$ cat config.mk
export PLATFORM = sky130hd
export DESIGN_NAME = reset_sequencer
export DESIGN_NICKNAME = d
export VERILOG_FILES = /design/src/rtl/reset_sequencer.sv
export SDC_FILE = /design/constraint.sdc
export NUM_CORES = 1
export LEC_CHECK = 0
export CORE_ASPECT_RATIO = 0.8
export CORE_MARGIN = 5
export CORE_UTILIZATION = 47
export DETAILED_ROUTE_END_ITERATION = 8
export HOLD_SLACK_MARGIN = 0.08
export PLACE_DENSITY = 0.72
export REMOVE_ABC_BUFFERS = 1
export SETUP_SLACK_MARGIN = 0.4
export SLEW_MARGIN = 20
export SYNTH_ARGS = -nofsm -noshare
export SYNTH_HDL_FRONTEND = slang
export SYNTH_SLANG_ARGS = --single-unit
$ cat constraint.sdc
create_clock -name clk -period 1.9 [get_ports clk]
set_input_delay 0.285 -clock clk [delete_from_list [all_inputs] [get_ports clk]]
set_output_delay 0.285 -clock clk [all_outputs]
set_load 0.1 [all_outputs]
$ cat src/rtl/reset_sequencer.sv
// reset_sequencer: synchronised, stretched, staggered multi-domain reset generator with software reset and cause reporting
module reset_sequencer #(
  parameter int SYNC_STAGES = 2,
  parameter int STRETCH     = 16,
  parameter int NUM_OUT     = 3,
  parameter int STAGGER     = 4
) (
  input  logic               clk,
  input  logic               RST_n,
  input  logic               sw_rst_req,
  output logic [NUM_OUT-1:0] rst_n_out,
  output logic               rst_done,
  output logic [1:0]         rst_cause
);
  localparam int CMAX = (STRETCH > STAGGER) ? STRETCH : STAGGER;
  localparam int CW   = $clog2(CMAX + 1);
  localparam int IW   = $clog2(NUM_OUT + 1);

  typedef enum logic [1:0] {S_SYNC, S_STRETCH, S_RELEASE, S_RUN} state_t;

  state_t                 state_q, state_d;
  logic [SYNC_STAGES-1:0] sync_q, sync_d;
  logic [CW-1:0]          cnt_q, cnt_d;
  logic [IW-1:0]          idx_q, idx_d;
  logic [NUM_OUT-1:0]     rst_n_out_q, rst_n_out_d;
  logic                   rst_done_q, rst_done_d;
  logic [1:0]             rst_cause_q, rst_cause_d;

  // Next-state: SYNC enters STRETCH on the edge the last sync stage goes high, so release timing matches the software path
  always_comb begin
    sync_d      = {sync_q[SYNC_STAGES-2:0], 1'b1};
    state_d     = state_q;
    cnt_d       = cnt_q;
    idx_d       = idx_q;
    rst_n_out_d = rst_n_out_q;
    rst_done_d  = rst_done_q;
    rst_cause_d = rst_cause_q;
    case (state_q)
      S_SYNC: begin
        if (sync_d[SYNC_STAGES-1]) begin
          state_d = S_STRETCH;
          cnt_d   = CW'(1);
        end
      end
      S_STRETCH: begin
        if (cnt_q == CW'(STRETCH)) begin
          rst_n_out_d[0] = 1'b1;
          if (NUM_OUT == 1) begin
            rst_done_d = 1'b1;
            state_d    = S_RUN;
          end else begin
            state_d = S_RELEASE;
            idx_d   = IW'(1);
            cnt_d   = '0;
          end
        end else begin
          cnt_d = cnt_q + 1'b1;
        end
      end
      S_RELEASE: begin
        if (cnt_q == CW'(STAGGER - 1)) begin
          cnt_d = '0;
          idx_d = idx_q + 1'b1;
          for (int k = 0; k < NUM_OUT; k++)
            if (idx_q == IW'(k)) rst_n_out_d[k] = 1'b1;
          if (idx_q == IW'(NUM_OUT - 1)) begin
            rst_done_d = 1'b1;
            state_d    = S_RUN;
          end
        end else begin
          cnt_d = cnt_q + 1'b1;
        end
      end
      S_RUN: begin
        if (sw_rst_req) begin
          rst_n_out_d = '0;
          rst_done_d  = 1'b0;
          rst_cause_d = 2'b10;
          cnt_d       = CW'(1);
          state_d     = S_STRETCH;
        end
      end
      default: state_d = S_SYNC;
    endcase
  end

  // State and outputs update on negedge clk; RST_n assertion clears everything without waiting for a clock
  always_ff @(negedge clk or negedge RST_n) begin
    if (!RST_n) begin
      state_q     <= S_SYNC;
      sync_q      <= '0;
      cnt_q       <= '0;
      idx_q       <= '0;
      rst_n_out_q <= '0;
      rst_done_q  <= 1'b0;
      rst_cause_q <= 2'b01;
    end else begin
      state_q     <= state_d;
      sync_q      <= sync_d;
      cnt_q       <= cnt_d;
      idx_q       <= idx_d;
      rst_n_out_q <= rst_n_out_d;
      rst_done_q  <= rst_done_d;
      rst_cause_q <= rst_cause_d;
    end
  end

  assign rst_n_out = rst_n_out_q;
  assign rst_done  = rst_done_q;
  assign rst_cause = rst_cause_q;
endmodule

==> results of run 1 <==
## metal layers
metal  vias to the layer above  wire (µm)  track usage
met5                         -          0            0
met4                         0          4       0.0332
li1                        387          -            -
met2                         9       1060        0.267
met3                         2         59       0.0522
met1                       393       1050        0.219
## cell type report
type / count / area [µm²]
multi-input combinational: 57 / 582
fill: 99 / 428
sequential: 15 / 377
timing repair buffer: 33 / 375
inverter: 13 / 51.3
tap: 24 / 30.0
clock buffer: 3 / 22.5
clock inverter: 2 / 8.76
## path summary, 6_finish.rpt
check / end / slack (ns) / cells after the start
max: rst_cause[0] / -0.40 / 1
max in group asynchronous: idx_q[0] / 0.53 / 2
min: rst_cause[1] / 0.47 / 1
min in group asynchronous: cnt_q[0] / 1.23 / 2
max reg2reg: cnt_q[3] / -0.07 / 5
min reg2reg: rst_cause[1] / 0.47 / 1
## synth_stat cells, drive strengths merged, types with 2 or more instances
library cell  count  area, µm²
a21oi             5       25.0
a211o             2       17.5
nand2             5       18.8
ha               11        138
dfrtn            14        350
nor4              2       12.5
mux2              2       22.5
clkbuf            2       7.51
inv              14       52.6
o21ai             4       20.0
nand3             3       15.0
a21o              2       15.0
a31oi             2       12.5
## stage by stage
stage / hold WS [ns] / area, µm² / power (W) / std cells
after global routing: 0.506 / 1450 / 0.00245 / 147
after global placement: 0.465 / 1230 / 0.00168 / 137
after CTS: 0.478 / 1390 / 0.00220 / 146
final: 0.475 / 1450 / 0.00229 / 147
after detailed placement: 0.473 / 1230 / 0.00171 / 137
after floorplan: 0.452 / 910 / 0.00122 / 86
## sequential cells by signal (all words and copies together), names as in the netlist
name	cells
idx_q	2
state_q	2
rst_n_out	3
cnt_q	5
sync_q	1
rst_cause	2
## repair_timing
action / 4_1_cts / 5_1_grt
cloned: 0 / 0
endpoints found under the hold margin: 0 / 0
pin swaps: 8 / 4
gates resized for setup: 28 / 10
buffers inserted: 5 / 1
setup endpoints to repair: 20 / 18
## cell families (layout without fill, tap and decap cells)
group | count (synthesis) | count (layout)
adder cells (fa/ha/maj) | 11 | 11
flip-flops | 15 | 15
AO/OA/AOI/OAI | 25 | 25
AND/OR/NAND/NOR | 17 | 17
multiplexers | 3 | 3
other | 1 | 1
buffers and inverters | 17 | 51
## power groups by stage
stage	sequential, W	clock [W]	combinational (W)
after global routing	0.000497	0.000217	0.00173
after global placement	0.000486	0.00000659	0.00118
final	0.000487	0.000192	0.00161
after CTS	0.000485	0.000206	0.00151
after detailed placement	0.000491	0.00000659	0.00122
after floorplan	0.000637	0.00000659	0.000579
==> reports/metrics.yaml, run 1 <==
power_and_ir_drop:
  p_sw_w: 0.000991
  p_int_w: 0.00129
  power_density_nw_per_um2: 1580
  p_clk_frac: 0.084
  swShare: 0.434
  pwr-share-seq: 0.213
  vdd_ir_drop_max_mv: 1.09
  p_comb_frac: 0.703
  p_leak_nw: 0.678
routing:
  vias: 791
  ant_nets: 0
  drt_iter0_drc: 12
  drt_wl_total_um: 2180
  wire_per_inst_um: 14.8
  via_per_inst: 5.38
  drc: 0
  first_pass_iters: 4
timing:
  hold_violations: 0
  slew_violations: 0
  rsz0062_at_grt: "true"
  setup_viol_count_final: 12
  clock_skew_ns: 0.0556
  setup_ws_ns: -0.396
  fin_tns_setup_ns: -2.12
synth:
  synth_top_family_by_area: "compound AO/OA/AOI/OAI gates"
  postSynthAreaPerCell_um2: 10.4
  ys_seq_area_frac: 0.407
  synth_ff_type: "dfrtn_1"
  syn_area_um2: 925
  muxShareOfSynthArea: 0.0352
  syn-instance-count: 89
  synth_fa_ha_area_frac: 0.149
  ys_warn_count: 0
  synth-xor-area-share: 0
  synth_cell_types: 34
  synth_simple_gate_area_share: 0.112
  synth-compound-area-share: 0.219
  ys_ff_latch: 15
  synth_edf_count: 0
  async_flop_share: 1.00
placed_design:
  place.gp.congestion: 0.778
  hpwl_um: 1440
  pre_cts_ws_ns: -0.807
  port_buffers: 8
floorplanning:
  fp.coreArea_um2: 1870
  die_area_um2: 2960
  die_w_um: 59.6
  chipHeight_um: 49.7
  initial_core_util: 0.493
  io_pins: 9
  rows: 14
worst_setup_path:
  critPathMaxStageDelay_ns: 0.54
  critical_path.startpoint: "rst_cause[0]"
  critPathTopFamily: "flip-flops"
  reg2reg_from: "cnt_q[1]"
  worst-path-buf-inv: 1
  crit_arrival_ns: 2.01
  critPathRequiredTime_ns: 1.62
  worst_setup_path_start_kind: "flip-flop"
  path_cells: "buf_12"
  worstPathMaxFanout: 2
  worstSetupPathType: "flip-flop to primary output"
  critPathSlowestCell: "dfstp_2"
  critPathCaptureType: "primary output"
layout:
  layout_common_cells: "buf_4, dfrtn_1, inv_1, ha_1, buf_6"
  layout_commonest_cell: "buf_4"
  finalNetCount: 138
  antenna_cells: 0
  area_growth_pct: 56.4
  drive_gt1_frac: 0.472
  final_util: 0.772
outcome:
  status: "finished, violations left"
  violations: "setup timing"
flow_run:
  maxCapViolCount: 0
hold_path:
  hp-start: "rst_cause[1]"
  hold_path_class: "flip-flop to flip-flop"
cts:
  numCtsBuffers: 3
  cts_max_level: 1
  cts_tree: "yes"
  path_clk_slew_ns: 0.07
  clk_latency_ns: 0.34
  root_buffer: "clkbuf_4"
  ctsHoldBuffers: 0
  cts_buffer_depth: 2
  cts_sinks: 15
global_routing:
  antenna_found_initial: 0
  grt_pass1_wl_um: 3800
  grt_pass1_vias: 841
  grt.overflow.total: 0
  grt_max_degree: 12
  grt_usage: 0.166
Note: power is estimated with default switching activity, not from simulation.
==> run 2: changes to the inputs <==
--- a/config.mk
+++ b/config.mk
@@ -17,3 +17,4 @@
 export SYNTH_ARGS = -nofsm -noshare
 export SYNTH_HDL_FRONTEND = slang
 export SYNTH_SLANG_ARGS = --single-unit
+export TNS_END_PERCENT = 20
==> reports/metrics.yaml, run 2 (same netlist as run 1, synthesis figures left out) <==
cts:
  root_buffer: "clkbuf_4"
  cts_max_level: 1  # unchanged
  cts_tree: "yes"
  numCtsBuffers: 3  # unchanged
  path_clk_slew_ns: 0.06  # about the same
  cts_buffer_depth: 2  # unchanged
  clk_latency_ns: 0.35  # about the same
  cts_sinks: 15  # unchanged
timing:
  hold_violations: 0  # unchanged
  clock_skew_ns: 0.0549  # -0.000688 ns
  setup_viol_count_final: 10  # -2
  slew_violations: 0  # unchanged
  setup_ws_ns: -0.405  # -0.00859 ns
  rsz0062_at_grt: "true"
layout:
  layout_commonest_cell: "buf_4"
  finalNonFillerCells: 144  # -2.0%
  largest-register: "cnt_q"
  largest_reg_flops: 5  # unchanged
  antenna_cells: 0  # unchanged
  drive_gt1_frac: 0.367  # -0.105
  area_growth_pct: 43.3
  finalNetCount: 135  # -2.2%
  layout_common_cells: "buf_4, dfrtn_1, inv_1, ha_1, buf_12"
  final_util: 0.707  # -0.0648
worst_setup_path:
  crit_arrival_ns: 2.02  # about the same
  critPathRequiredTime_ns: 1.62  # about the same
  worstPathMaxFanout: 2  # unchanged
  critPathMaxStageDelay_ns: 0.54  # about the same
  critPathSlowestCell: "dfstp_2"
  path_cells: "buf_12"
  worstSetupPathType: "flip-flop to primary output"
  worst-path-buf-inv: 1  # unchanged
  worst_setup_path_start_kind: "flip-flop"
  critPathCaptureType: "primary output"
  critPathTopFamily: "flip-flops"
  r2r_slack_ns: -0.06  # about the same
outcome:
  violations: "setup timing"
  status: "finished, violations left"
routing:
  wire_per_inst_um: 13.3  # -11%
  drc: 0  # unchanged
  drt_wl_total_um: 1910  # -12%
  first_pass_iters: 4  # unchanged
  vias: 760  # -3.9%
  ant_nets: 0  # unchanged
  via_per_inst: 5.28  # -1.9%
  drt_iter0_drc: 13  # +1
placed_design:
  hpwl_um: 1440  # unchanged
  port_buffers: 8  # unchanged
  place.gp.congestion: 0.778  # unchanged
  place_inst: 137  # unchanged
floorplanning:
  chipHeight_um: 49.7  # unchanged
  rows: 14  # unchanged
  die_w_um: 59.6  # unchanged
  initial_core_util: 0.493  # unchanged
  die_area_um2: 2960  # unchanged
  io_pins: 9  # unchanged
  fp.coreArea_um2: 1870  # unchanged
power_and_ir_drop:
  vdd_ir_drop_max_mv: 1.02  # -6.7%
  power_density_nw_per_um2: 1510  # -4.2%
  p_leak_nw: 0.640  # -5.6%
flow_run:
  maxCapViolCount: 0  # unchanged
global_routing:
  grt_usage: 0.154  # -0.0123
  grt.overflow.total: 0  # unchanged
  grt_max_degree: 12  # unchanged
  grt_pass1_wl_um: 3370  # -11%
  antenna_found_initial: 0  # unchanged
  grt_pass1_vias: 776  # -7.7%
hold_path:
  hold_path_class: "flip-flop to flip-flop"
## run 2: changes by cell type in the layout (fill, tap and decap cells not counted), sizes merged
cell,previous run,this run
buf,32,29
## run 2: path summary, 6_finish.rpt
path / from / endpoint / cells after the start
worst max-delay path: rst_cause[0] / rst_cause[0] / 1
worst min-delay path: rst_cause[1] / rst_cause[1] / 1
worst max register to register: cnt_q[0] / cnt_q[3] / 5
worst min register to register: rst_cause[1] / rst_cause[1] / 1
max in group asynchronous: RST_n / idx_q[0] / 2
min in group asynchronous: RST_n / cnt_q[0] / 2
## run 2: stage by stage
step	worst slack, ns	setup TNS [ns]	total power (W)	hold slack, ns	area, µm²
final	-0.405	-2.06	0.00201	0.475	1330
after global routing	-0.459	-2.68	0.00216	0.506	1330
after CTS	-0.417	-2.11	0.00199	0.478	1310
after detailed placement	-0.807	-6.40	0.00171	0.473	1230
after global placement	-0.795	-6.32	0.00168	0.465	1230
after floorplan	-0.904	-4.18	0.00122	0.452	910
## run 2: layout make-up
class,count,area (µm²)
clock inverter,2,8.76
inverter,13,48.8
sequential,15,377
tap,24,30.0
multi-input combinational,57,508
clock buffer,3,22.5
fill,127,549
timing repair buffer,30,330
## run 2: metal layers
layer,track usage,part of all wire,up-vias
met5,0,0,-
met4,0.0775,0.025,0
met3,0.0470,0.052,6
met2,0.249,0.47,17
met1,0.182,0.45,356
li1,-,-,381
## run 2: power breakdown
part           switching, W  total [W]  internal (W)
Combinational      0.000669    0.00132      0.000654
Clock              0.000117   0.000199     0.0000814
Sequential        0.0000717   0.000484      0.000413
## run 2: what timing repair did
action / 4_1_cts / 5_1_grt
setup endpoints to repair: 20 / 18
resized for setup: 12 / 3
hold buffers: 0 / 0
pin swaps: 3 / 2
setup buffers: 3 / 0
==> run 3: changes to the inputs <==
--- a/config.mk
+++ b/config.mk
@@ -5,10 +5,11 @@
 export SDC_FILE = /design/constraint.sdc
 export NUM_CORES = 1
 export LEC_CHECK = 0
-export CORE_ASPECT_RATIO = 0.8
+export CORE_ASPECT_RATIO = 0.7
 export CORE_MARGIN = 5
 export CORE_UTILIZATION = 47
 export DETAILED_ROUTE_END_ITERATION = 8
+export GPL_ROUTABILITY_DRIVEN = 0
 export HOLD_SLACK_MARGIN = 0.08
 export PLACE_DENSITY = 0.72
 export REMOVE_ABC_BUFFERS = 1
==> constraint.sdc (replaced) <==
create_clock -name clk -period 1.9 [get_ports clk]
set_input_delay 0.19 -clock clk [delete_from_list [all_inputs] [get_ports clk]]
set_output_delay 0.19 -clock clk [all_outputs]
set_load 0.1 [all_outputs]
==> reports/metrics.yaml, run 3 (same netlist as run 1, synthesis figures left out) <==
flow_run:
  maxCapViolCount: 0  # unchanged
hold_path:
  whs_path_depth: 1  # unchanged
  holdPathEnd: "rst_cause[1]"
  hold_path_class: "flip-flop to flip-flop"
  hp-start: "rst_cause[1]"
worst_setup_path:
  timing.rr.end: "cnt_q[3]"
  critPathTopFamily: "flip-flops"
  crit_arrival_ns: 2.00  # -0.02 ns
  critPathSlowestCell: "dfstp_2"
  path_cells: "buf_12"
  critPathRequiredTime_ns: 1.71  # +0.09 ns
  reg2reg_from: "cnt_q[1]"
  rr_worst_depth: 5  # unchanged
  worstSetupPathType: "flip-flop to primary output"
  critPathMaxStageDelay_ns: 0.54  # about the same
  worst-path-buf-inv: 1  # unchanged
  critPathCaptureType: "primary output"
  worst_setup_path_start_kind: "flip-flop"
  r2r_slack_ns: -0.03  # +0.03 ns
  worstPathMaxFanout: 2  # unchanged
routing:
  drc: 0  # unchanged
  first_pass_iters: 4  # unchanged
  via_per_inst: 5.45  # +3.2%
  ant_nets: 0  # unchanged
  vias: 779  # +2.5%
  drt_iter0_drc: 15  # +2
  wire_per_inst_um: 15.8  # +19%
  drt_wl_total_um: 2260  # +18%
power_and_ir_drop:
  power_density_nw_per_um2: 1620  # +7.2%
  p_leak_nw: 0.660  # +3.1%
  vdd_ir_drop_max_mv: 1.34  # +32%
  p_total_w: 0.00225  # +12%
placed_design:
  hpwl_um: 1560  # +7.9%
  port_buffers: 8  # unchanged
  place_inst: 136  # -0.73%
  placed_area_um2: 1230  # -0.61%
global_routing:
  grt_pass1_vias: 769  # -0.90%
  grt_pass1_wl_um: 3840  # +14%
  grt.overflow.total: 0  # unchanged
  grt_usage: 0.173  # +0.0187
  antenna_found_initial: 0  # unchanged
  grt_max_degree: 12  # unchanged
floorplanning:
  initial_core_util: 0.494  # +0.000990
  die_area_um2: 2970  # +0.30%
  die_w_um: 63.0  # +5.7%
  fp.coreArea_um2: 1870  # -0.20%
  rows: 13  # -1
  chipHeight_um: 47.1  # -5.2%
  io_pins: 9  # unchanged
cts:
  ctsHoldBuffers: 0  # unchanged
  numCtsBuffers: 3  # unchanged
  root_buffer: "clkbuf_4"
  path_clk_slew_ns: 0.06  # about the same
  cts_max_level: 1  # unchanged
  cts_buffer_depth: 2  # unchanged
  clk_latency_ns: 0.33  # -0.02 ns
  cts_sinks: 15  # unchanged
  cts_tree: "yes"
timing:
  setup_viol_count_final: 10  # unchanged
  setup_ws_ns: -0.288  # +0.117 ns
  slew_violations: 0  # unchanged
  hold_violations: 0  # unchanged
  rsz0062_at_grt: "true"
  clock_skew_ns: 0.0519  # -0.00307 ns
layout:
  drive_gt1_frac: 0.438  # +0.0713
  nFillCells: 126  # -0.79%
  layout_common_cells: "buf_4, dfrtn_1, inv_1, ha_1, buf_6"
  layout_commonest_cell: "buf_4"
  area_growth_pct: 50.2
  largest-register: "cnt_q"
  antenna_cells: 0  # unchanged
  regArea_um2: 377  # unchanged
  final_design_area_no_fill_um2: 1390  # +4.8%
  final_util: 0.742  # +0.0355
  multi_input_area_um2: 564  # +11%
  finalNonFillerCells: 143  # -0.69%
  finalNetCount: 136  # +0.74%
  largest_reg_flops: 5  # unchanged
outcome:
  status: "finished, violations left"
  violations: "setup timing"
==> run 3: cell count changes in the layout (fill, tap and decap cells not counted), moves of 2 or more <==
cell | previous run | this run
buf_6 | 4 | 8
buf_4 | 18 | 16
mux2_2 | 2 | 0
mux2_4 | 0 | 2
o21ai_0 | 3 | 1
o21ai_2 | 0 | 2
==> run 3: timing repair <==
action	4_1_cts	5_1_grt
resized for setup	30	3
pin swaps	16	3
endpoints found under the setup margin	20	18
setup buffers	2	1
cloned	0	0
==> run 3: how the worst max path moves through the flow <==
stage | startpoint | slack, ns | cells past startpoint | end
3_3_place_gp | sw_rst_req | -0.69 | 5 | state_q[1]
6_report | rst_cause[0] | -0.29 | 1 | rst_cause[0]
2_1_floorplan | rst_n_out[2] | -0.81 | 0 | rst_done
3_5_place_dp | sw_rst_req | -0.70 | 5 | state_q[1]
4_1_cts | rst_cause[0] | -0.30 | 1 | rst_cause[0]
5_1_grt | rst_cause[0] | -0.32 | 1 | rst_cause[0]
==> run 3: cell type report <==
type,count,share of cell area
clock inverter,2,0.00631
sequential,15,0.271
inverter,13,0.0351
tap,22,0.0198
clock buffer,3,0.0162
timing repair buffer,31,0.245
multi-input combinational,57,0.406
==> run 3: routing by layer <==
metal | wire (µm) | track usage | vias to the layer above | part of all wire
met2 | 1100 | 0.282 | 20 | 0.49
li1 | - | - | 379 | -
met1 | 1060 | 0.231 | 380 | 0.47
met5 | 0 | 0 | - | 0
met4 | 0 | 0.0551 | 0 | 0
met3 | 96 | 0.0431 | 0 | 0.043
==> run 3: metrics by stage <==
stage	setup slack [ns]	hold slack, ns	TNS (ns)
floorplan	-0.809	0.452	-3.05
global placement	-0.695	0.466	-5.04
detailed placement	-0.701	0.477	-5.16
CTS	-0.301	0.481	-1.47
global route	-0.320	0.509	-1.95
finish	-0.288	0.479	-1.48
==> run 3: power by group <==
group / switching (W) / internal (W)
clock network: 0.000111 / 0.0000809
logic: 0.000810 / 0.000767
registers: 0.0000733 / 0.000413
